==> src/rtl/fcpu_pkg.sv <==
// Shared types for the fcpu I/O responder: response codes, decode targets and FSM states.
package fcpu_pkg;

    typedef enum logic [1:0] {
        OKAY   = 2'b00,
        SLVERR = 2'b10
    } resp_t;

    typedef enum logic [1:0] {
        DATA,
        STAT,
        BAD
    } io_target_t;

    typedef enum logic [1:0] {
        W_IDLE,
        W_DATA,
        W_RESP
    } wstate_t;

    typedef enum logic {
        R_IDLE,
        R_DATA
    } rstate_t;

    // Only the low address nibble selects a register; everything else aliases.
    function automatic io_target_t decode_target(
        input logic [3:0] addr,
        input logic [3:0] data_ofs,
        input logic [3:0] stat_ofs
    );
        if (addr == data_ofs) return DATA;
        if (addr == stat_ofs) return STAT;
        return BAD;
    endfunction

endpackage

==> src/rtl/fcpu_io_rx_fifo.sv <==
// Synchronous byte FIFO for UART receive data; head is visible the cycle after a push.
module fcpu_io_rx_fifo
    import fcpu_pkg::*;
#(
    parameter int DEPTH = 16,
    parameter int W     = 8
) (
    input  logic         clk,
    input  logic         rst,
    input  logic         push_i,
    input  logic [W-1:0] din_i,
    input  logic         pop_i,
    output logic         full_o,
    output logic         empty_o,
    output logic [W-1:0] head_o
);

    localparam int AW = $clog2(DEPTH);

    logic [W-1:0]  mem_q [DEPTH];
    logic [AW-1:0] wr_ptr_q;
    logic [AW-1:0] rd_ptr_q;
    logic [AW:0]   count_q;
    logic          push_ok;
    logic          pop_ok;

    assign full_o  = (count_q == (AW+1)'(DEPTH));
    assign empty_o = (count_q == '0);
    assign push_ok = push_i && !full_o;
    assign pop_ok  = pop_i && !empty_o;
    assign head_o  = mem_q[rd_ptr_q];

    always_ff @(posedge clk) begin
        if (push_ok) begin
            mem_q[wr_ptr_q] <= din_i;
        end
    end

    // Pointers wrap naturally because DEPTH is a power of two.
    always_ff @(posedge clk) begin
        if (rst) begin
            wr_ptr_q <= '0;
            rd_ptr_q <= '0;
            count_q  <= '0;
        end else begin
            if (push_ok) wr_ptr_q <= wr_ptr_q + 1'b1;
            if (pop_ok)  rd_ptr_q <= rd_ptr_q + 1'b1;
            case ({push_ok, pop_ok})
                2'b10:   count_q <= count_q + 1'b1;
                2'b01:   count_q <= count_q - 1'b1;
                default: count_q <= count_q;
            endcase
        end
    end

endmodule

==> src/rtl/fcpu_io_axi_responder.sv <==
// AXI4 responder for the fcpu I/O port: writes stream bytes to the UART transmitter,
// reads return bytes from the receive FIFO or a status register.
module fcpu_io_axi_responder
    import fcpu_pkg::*;
#(
    parameter int          ID_W     = 4,
    parameter int          ADDR_W   = 32,
    parameter int          RX_DEPTH = 16,
    parameter logic [31:0] DATA_OFS = 32'h0,
    parameter logic [31:0] STAT_OFS = 32'h4
) (
    input  logic              clk,
    input  logic              rst,

    input  logic [ID_W-1:0]   io_awid,
    input  logic [ADDR_W-1:0] io_awaddr,
    input  logic [7:0]        io_awlen,
    input  logic [2:0]        io_awsize,
    input  logic [1:0]        io_awburst,
    input  logic              io_awvalid,
    output logic              io_awready,

    input  logic [7:0]        io_wdata,
    input  logic              io_wstrb,
    input  logic              io_wlast,
    input  logic              io_wvalid,
    output logic              io_wready,

    output logic [ID_W-1:0]   io_bid,
    output logic [1:0]        io_bresp,
    output logic              io_bvalid,
    input  logic              io_bready,

    input  logic [ID_W-1:0]   io_arid,
    input  logic [ADDR_W-1:0] io_araddr,
    input  logic [7:0]        io_arlen,
    input  logic [2:0]        io_arsize,
    input  logic [1:0]        io_arburst,
    input  logic              io_arvalid,
    output logic              io_arready,

    output logic [ID_W-1:0]   io_rid,
    output logic [7:0]        io_rdata,
    output logic [1:0]        io_rresp,
    output logic              io_rlast,
    output logic              io_rvalid,
    input  logic              io_rready,

    output logic [7:0]        tx_data,
    output logic              tx_valid,
    input  logic              tx_ready,

    input  logic [7:0]        rx_data,
    input  logic              rx_valid,
    output logic              rx_ready
);

    wstate_t          wstate_q;
    io_target_t       wtgt_q;
    logic [ID_W-1:0]  bid_q;

    rstate_t          rstate_q;
    io_target_t       rtgt_q;
    logic [ID_W-1:0]  rid_q;
    logic [7:0]       rcnt_q;

    logic             fifo_full;
    logic             fifo_empty;
    logic [7:0]       fifo_head;
    logic             fifo_pop;
    logic             w_beat;
    logic             r_beat;

    // Burst length and size fields are not needed: wlast ends writes, every beat is one byte.
    logic unused_inputs;
    assign unused_inputs = ^{io_awaddr[ADDR_W-1:4], io_awlen, io_awsize, io_awburst,
                             io_araddr[ADDR_W-1:4], io_arsize, io_arburst};

    fcpu_io_rx_fifo #(
        .DEPTH (RX_DEPTH),
        .W     (8)
    ) u_rx_fifo (
        .clk     (clk),
        .rst     (rst),
        .push_i  (rx_valid),
        .din_i   (rx_data),
        .pop_i   (fifo_pop),
        .full_o  (fifo_full),
        .empty_o (fifo_empty),
        .head_o  (fifo_head)
    );

    assign rx_ready = !fifo_full;

    always_comb begin
        io_awready = (wstate_q == W_IDLE);
        io_wready  = 1'b0;
        tx_valid   = 1'b0;
        tx_data    = io_wdata;
        if (wstate_q == W_DATA) begin
            if (wtgt_q == DATA) begin
                tx_valid  = io_wvalid && io_wstrb;
                io_wready = io_wstrb ? tx_ready : 1'b1;
            end else begin
                io_wready = 1'b1;
            end
        end
        io_bvalid = (wstate_q == W_RESP);
        io_bid    = bid_q;
        io_bresp  = ((wstate_q == W_RESP) && (wtgt_q != DATA)) ? SLVERR : OKAY;
    end

    assign w_beat = io_wvalid && io_wready;

    always_ff @(posedge clk) begin
        if (rst) begin
            wstate_q <= W_IDLE;
            wtgt_q   <= DATA;
            bid_q    <= '0;
        end else begin
            case (wstate_q)
                W_IDLE: if (io_awvalid) begin
                    bid_q    <= io_awid;
                    wtgt_q   <= decode_target(io_awaddr[3:0], DATA_OFS[3:0], STAT_OFS[3:0]);
                    wstate_q <= W_DATA;
                end
                W_DATA: if (w_beat && io_wlast) begin
                    wstate_q <= W_RESP;
                end
                W_RESP: if (io_bready) begin
                    wstate_q <= W_IDLE;
                end
                default: wstate_q <= W_IDLE;
            endcase
        end
    end

    always_comb begin
        io_arready = (rstate_q == R_IDLE);
        io_rvalid  = 1'b0;
        io_rdata   = 8'h00;
        io_rresp   = OKAY;
        io_rlast   = 1'b0;
        io_rid     = rid_q;
        if (rstate_q == R_DATA) begin
            io_rlast = (rcnt_q == 8'd0);
            case (rtgt_q)
                DATA: begin
                    io_rvalid = !fifo_empty;
                    io_rdata  = fifo_head;
                end
                STAT: begin
                    io_rvalid = 1'b1;
                    io_rdata  = {6'b0, tx_ready, !fifo_empty};
                end
                default: begin
                    io_rvalid = 1'b1;
                    io_rresp  = SLVERR;
                end
            endcase
        end
    end

    assign r_beat   = io_rvalid && io_rready;
    assign fifo_pop = r_beat && (rtgt_q == DATA);

    always_ff @(posedge clk) begin
        if (rst) begin
            rstate_q <= R_IDLE;
            rtgt_q   <= DATA;
            rid_q    <= '0;
            rcnt_q   <= 8'd0;
        end else begin
            case (rstate_q)
                R_IDLE: if (io_arvalid) begin
                    rid_q    <= io_arid;
                    rtgt_q   <= decode_target(io_araddr[3:0], DATA_OFS[3:0], STAT_OFS[3:0]);
                    rcnt_q   <= io_arlen;
                    rstate_q <= R_DATA;
                end
                R_DATA: if (r_beat) begin
                    if (rcnt_q == 8'd0) begin
                        rstate_q <= R_IDLE;
                    end else begin
                        rcnt_q <= rcnt_q - 8'd1;
                    end
                end
                default: rstate_q <= R_IDLE;
            endcase
        end
    end

endmodule
==> config.mk <==
export PLATFORM = sky130hd
export DESIGN_NAME = fcpu_io_axi_responder
export DESIGN_NICKNAME = d
export VERILOG_FILES = /design/src/rtl/fcpu_pkg.sv /design/src/rtl/fcpu_io_rx_fifo.sv /design/src/rtl/fcpu_io_axi_responder.sv
export SDC_FILE = /design/constraint.sdc
export NUM_CORES = 1
export LEC_CHECK = 0
export CORE_ASPECT_RATIO = 0.7
export CORE_MARGIN = 2
export CORE_UTILIZATION = 33
export CTS_BUF_LIST = sky130_fd_sc_hd__clkbuf_16
export DETAILED_ROUTE_END_ITERATION = 10
export PLACE_DENSITY = 0.54
export SETUP_SLACK_MARGIN = 0.02
export SYNTH_ARGS = -nofsm -noshare
export SYNTH_HDL_FRONTEND = slang
export SYNTH_HIERARCHICAL = 1
export SYNTH_SLANG_ARGS = --single-unit
==> constraint.sdc <==
create_clock -name clk -period 3.8 [get_ports clk]
set_clock_uncertainty 0.2 [all_clocks]
set_input_delay 0.76 -clock clk [delete_from_list [all_inputs] [get_ports clk]]
set_output_delay 0.76 -clock clk [all_outputs]
set_load 0.02 [all_outputs]
==> metrics.log <==
INFO  metric syn_area = 7290 um2
INFO  metric setup_tns = 0 ps
INFO  metric filler_cell_count = ~2,000
INFO  metric syn_inst = roughly 500
INFO  metric synthSimpleGateAreaFrac = 0.109
INFO  metric post-place-ws = ~160 ps
INFO  metric max_clock_freq = roughly 0.28 GHz
INFO  metric cellPowerDensity = about 460 nW/um2
INFO  metric clk-insertion-delay-late = around 420 ps
INFO  metric timing.hold.worst.start = io_rid[0]$_SDFFE_PP0P_
INFO  metric cp_data_required_time = 2840 ps
INFO  metric clock_edge_transition_at_the_registers_on_the_reported_setup_and_hold_paths = 70 ps
INFO  metric critPathLaunchType = flop
INFO  metric grt_remaining_overflow = 0
INFO  metric count_of_flip_flops_with_a_built_in_enable_after_synthesis = roughly 130
INFO  metric rsz0062_at_grt = no
INFO  metric power.net_switching = slightly below 1000 uW
INFO  metric postRouteWirelength = approximately 16,000 um
INFO  metric design.final.nets = 715
INFO  metric post-route-drc-count = 0
INFO  metric die_height = 128 um
INFO  metric postCtsSetupRepairBufs = 0
INFO  metric timing_worst_setup_path_type = reg2out
INFO  metric share_seq_of_total_power = 0.497
INFO  metric detail_route.first_pass.iterations = 4
INFO  metric worstHoldPathType = reg2reg
INFO  metric vdd_drop_max = 0.000310 V
INFO  metric synth-main-ff-cell = edfxtp_1
INFO  metric synthesized_area_fraction_occupied_by_xor_and_xnor_cells = 0.00841
INFO  metric grt_pass1_wl = around 25,000 um
INFO  metric synth_area_leaders = edfxtp_1 53%, dfxtp_1 11%, mux4_2 9.9%
INFO  metric final_layout_size_suffix_gt1_frac = 0.180
INFO  metric dr_total_vias = 4,412
INFO  metric synthesized_area_fraction_occupied_by_adder_cells = 0.0172
INFO  metric synth-seq-area-share = 0.637
INFO  metric gpl_wtd_cong = approximately 0.78
INFO  metric netlist.top_cell.by_area = edfxtp_1
INFO  metric slew_violations = 0
INFO  metric place.port_buffers = 68
INFO  metric finalSetupViolations = 0
INFO  metric detailed_place_hpwl = roughly 11,000 um
INFO  metric power_switching_share = 0.236
INFO  metric holdBufCountCts = 0
INFO  metric largest_net_degree_at_the_start_of_global_routing = 33
INFO  metric die_width = approximately 180 um
INFO  metric finalWorstSetupSlack = ~170 ps
INFO  metric yosysMostFrequentCell = edfxtp_1
INFO  metric ctsLongestPathBuffers = 2
INFO  metric synth_top_family_by_area = simple AND/OR/NAND/NOR gates
INFO  metric timing.critical_path.arrival = about 2700 ps
INFO  metric place.detailed.instances = around 840
INFO  metric max_cap_viol_count = 0
INFO  metric ys.warnings.count = 6
INFO  metric dr.first_iter.drc_count = 335
INFO  metric vias_per_cell = between 5 and 6
INFO  metric timing.final.crit_share = 0.955
INFO  metric yosys.area.top_type_share = 0.527
INFO  metric synth.lib_cells_used.distinct = between 60 and 70
INFO  metric cts-htree-levels = 4
INFO  metric area_growth = 22.7%
INFO  metric avgRoutedWirePerCell = about 18 um
INFO  metric post_synthesis_mean_instance_area = around 14 um2
INFO  metric postRouteAntennaNets = 0
INFO  metric tritoncts = built
INFO  metric yosys-mux-area-fraction = 0.107
INFO  metric grt_pass1_vias = roughly 4,500
INFO  metric slew-limit-headroom = 0.491
INFO  metric layoutNonFillerInstCount = 875
INFO  metric async_reset_ff_frac = 0
INFO  metric critical_path.max_fanout = 16
INFO  metric complex_gate_fraction_of_the_synthesized_area = 0.0819
INFO  metric io-pin-count = 161
INFO  metric floorplan.rows = 45
INFO  metric clock-root-buffer = clkbuf_16
INFO  metric final_hold_fails = 0
INFO  metric outcome = finished, final reports clean
INFO  metric postSynthRegisterBits = 168
INFO  metric power.internal = around 3200 uW
INFO  metric clock_power_share = 0.403
INFO  metric cts_buffers = 17
INFO  metric num_antenna_cells = 0
INFO  metric worstReg2RegStart = u_rx_fifo/count_q[2]$_SDFFE_PP0P_
INFO  metric clock-sinks = between 150 and 200
INFO  metric cp-end-kind = primary output
INFO  metric fp.dieArea = 23,300 um2
INFO  metric lkg_pwr = between 0.003 and 0.004 uW
INFO  metric grt_usage = 0.144
INFO  metric worst-slew-pin-transition = around 760 ps
INFO  metric regToRegSetupSlack = approximately 460 ps
INFO  metric yosys-top-cells-count = 128 x edfxtp_1, 45 x nor2_1, 40 x dfxtp_1
INFO  metric initial_utilization = 0.336
INFO  metric combPwrFrac = 0.099
INFO  metric finalWorstPathRequiredPeriod = 3630 ps
INFO  metric tot_pwr = just over 4000 uW
INFO  metric core_area = between 20,000 and 25,000 um2
INFO  metric number_of_antenna_violations_at_the_first_check_in_global_routing = 0
## routing by layer
layer  part of all wire  track usage  up-vias  wire length [um]
met3              0.061       0.0388       16               984
met2               0.45        0.224      108              7280
li1                   -            -     2079                 -
met1               0.47        0.197     2209              7570
met5                  0            0        -                 0
met4              0.013       0.0493        0               204
## cells in the final DEF (no fill, tap or decap), types with 13 or more instances in the layout
cell / instances
edfxtp_1: 128
clkdlybuf4s50_1: 62
nor2_1: 45
dfxtp_1: 39
nand2_1: 33
mux4_2: 32
buf_4: 22
a22oi_1: 20
clkbuf_16: 20
a21oi_1: 18
inv_1: 13
## layout make-up
class                           instances  area [um2]  area share
Sequential cell                       168        4650       0.520
Multi-Input combinational cell        285        2370       0.265
Timing Repair Buffer                   93         933       0.104
Clock buffer                           20         500      0.0560
Tap cell                              282         353      0.0395
Clock inverter                         12        83.8     0.00937
Inverter                               15        56.3     0.00630
## state kept, by name, summed over array words and instances, names as in the netlist, named ones only
register and cells:
u_rx_fifo/wr_ptr_q 4, io_rid 4, rcnt_q 8, u_rx_fifo/count_q 5
io_bid 4, u_rx_fifo/rd_ptr_q 4, rtgt_q 2, wtgt_q 2
u_rx_fifo/mem_q 128, wstate_q 2, rstate_q 1
## kinds of logic (layout without fill, tap and decap cells)
kind of cell / Yosys count / in the layout
multiplexers: 38 / 38
adder cells (fa/ha/maj): 10 / 10
buffers and inverters: 55 / 140
AND/OR/NAND/NOR: 149 / 149
XOR/XNOR: 7 / 7
AO/OA/AOI/OAI: 79 / 79
flip-flops: 168 / 168
other: 1 / 2
## path summary, 6_finish.rpt
kind                                       endpoint  depth (start not counted)
setup / recovery                        io_rdata[5]                          6
hold / removal               io_rid[0]$_SDFFE_PP0P_                          2
setup reg to reg  u_rx_fifo/count_q[4]$_SDFFE_PP0P_                         12
hold reg to reg              io_rid[0]$_SDFFE_PP0P_                          2
## per-stage QoR
stage                     utilization  instance area [um2]  hold WS (ps)
after floorplan                     -                 7290           263
after detailed placement        0.383                 8310           250
after global routing            0.413                 8940           283
after global placement          0.383                 8310           243
after CTS                       0.412                 8920           257
final                           0.413                 8940           256
## worst max-delay path, stage by stage, from the launching register on
cell and delay [ps]:
dfxtp_2 380, bufbuf_16 350, mux4_2 530, a22oi_1 190, nand2_1 80, and3_1 170, clkdlybuf4s50_1 540
## power groups by stage
| stage | combinational, uW | sequential (uW) | clock [uW] |
|---|---|---|---|
| floorplan | 271 | 2090 | 0 |
| global placement | 402 | 2100 | 0 |
| detailed placement | 411 | 2100 | 0 |
| CTS | 415 | 2060 | 1710 |
| global route | 452 | 2070 | 1790 |
| finish | 412 | 2060 | 1670 |
## timing repair
action,4_1_cts,5_1_grt
gates resized for setup,0,7
gates cloned,1,0
endpoints found under the setup margin,1,7
No activity file was read; power rests on OpenSTA's default activity.
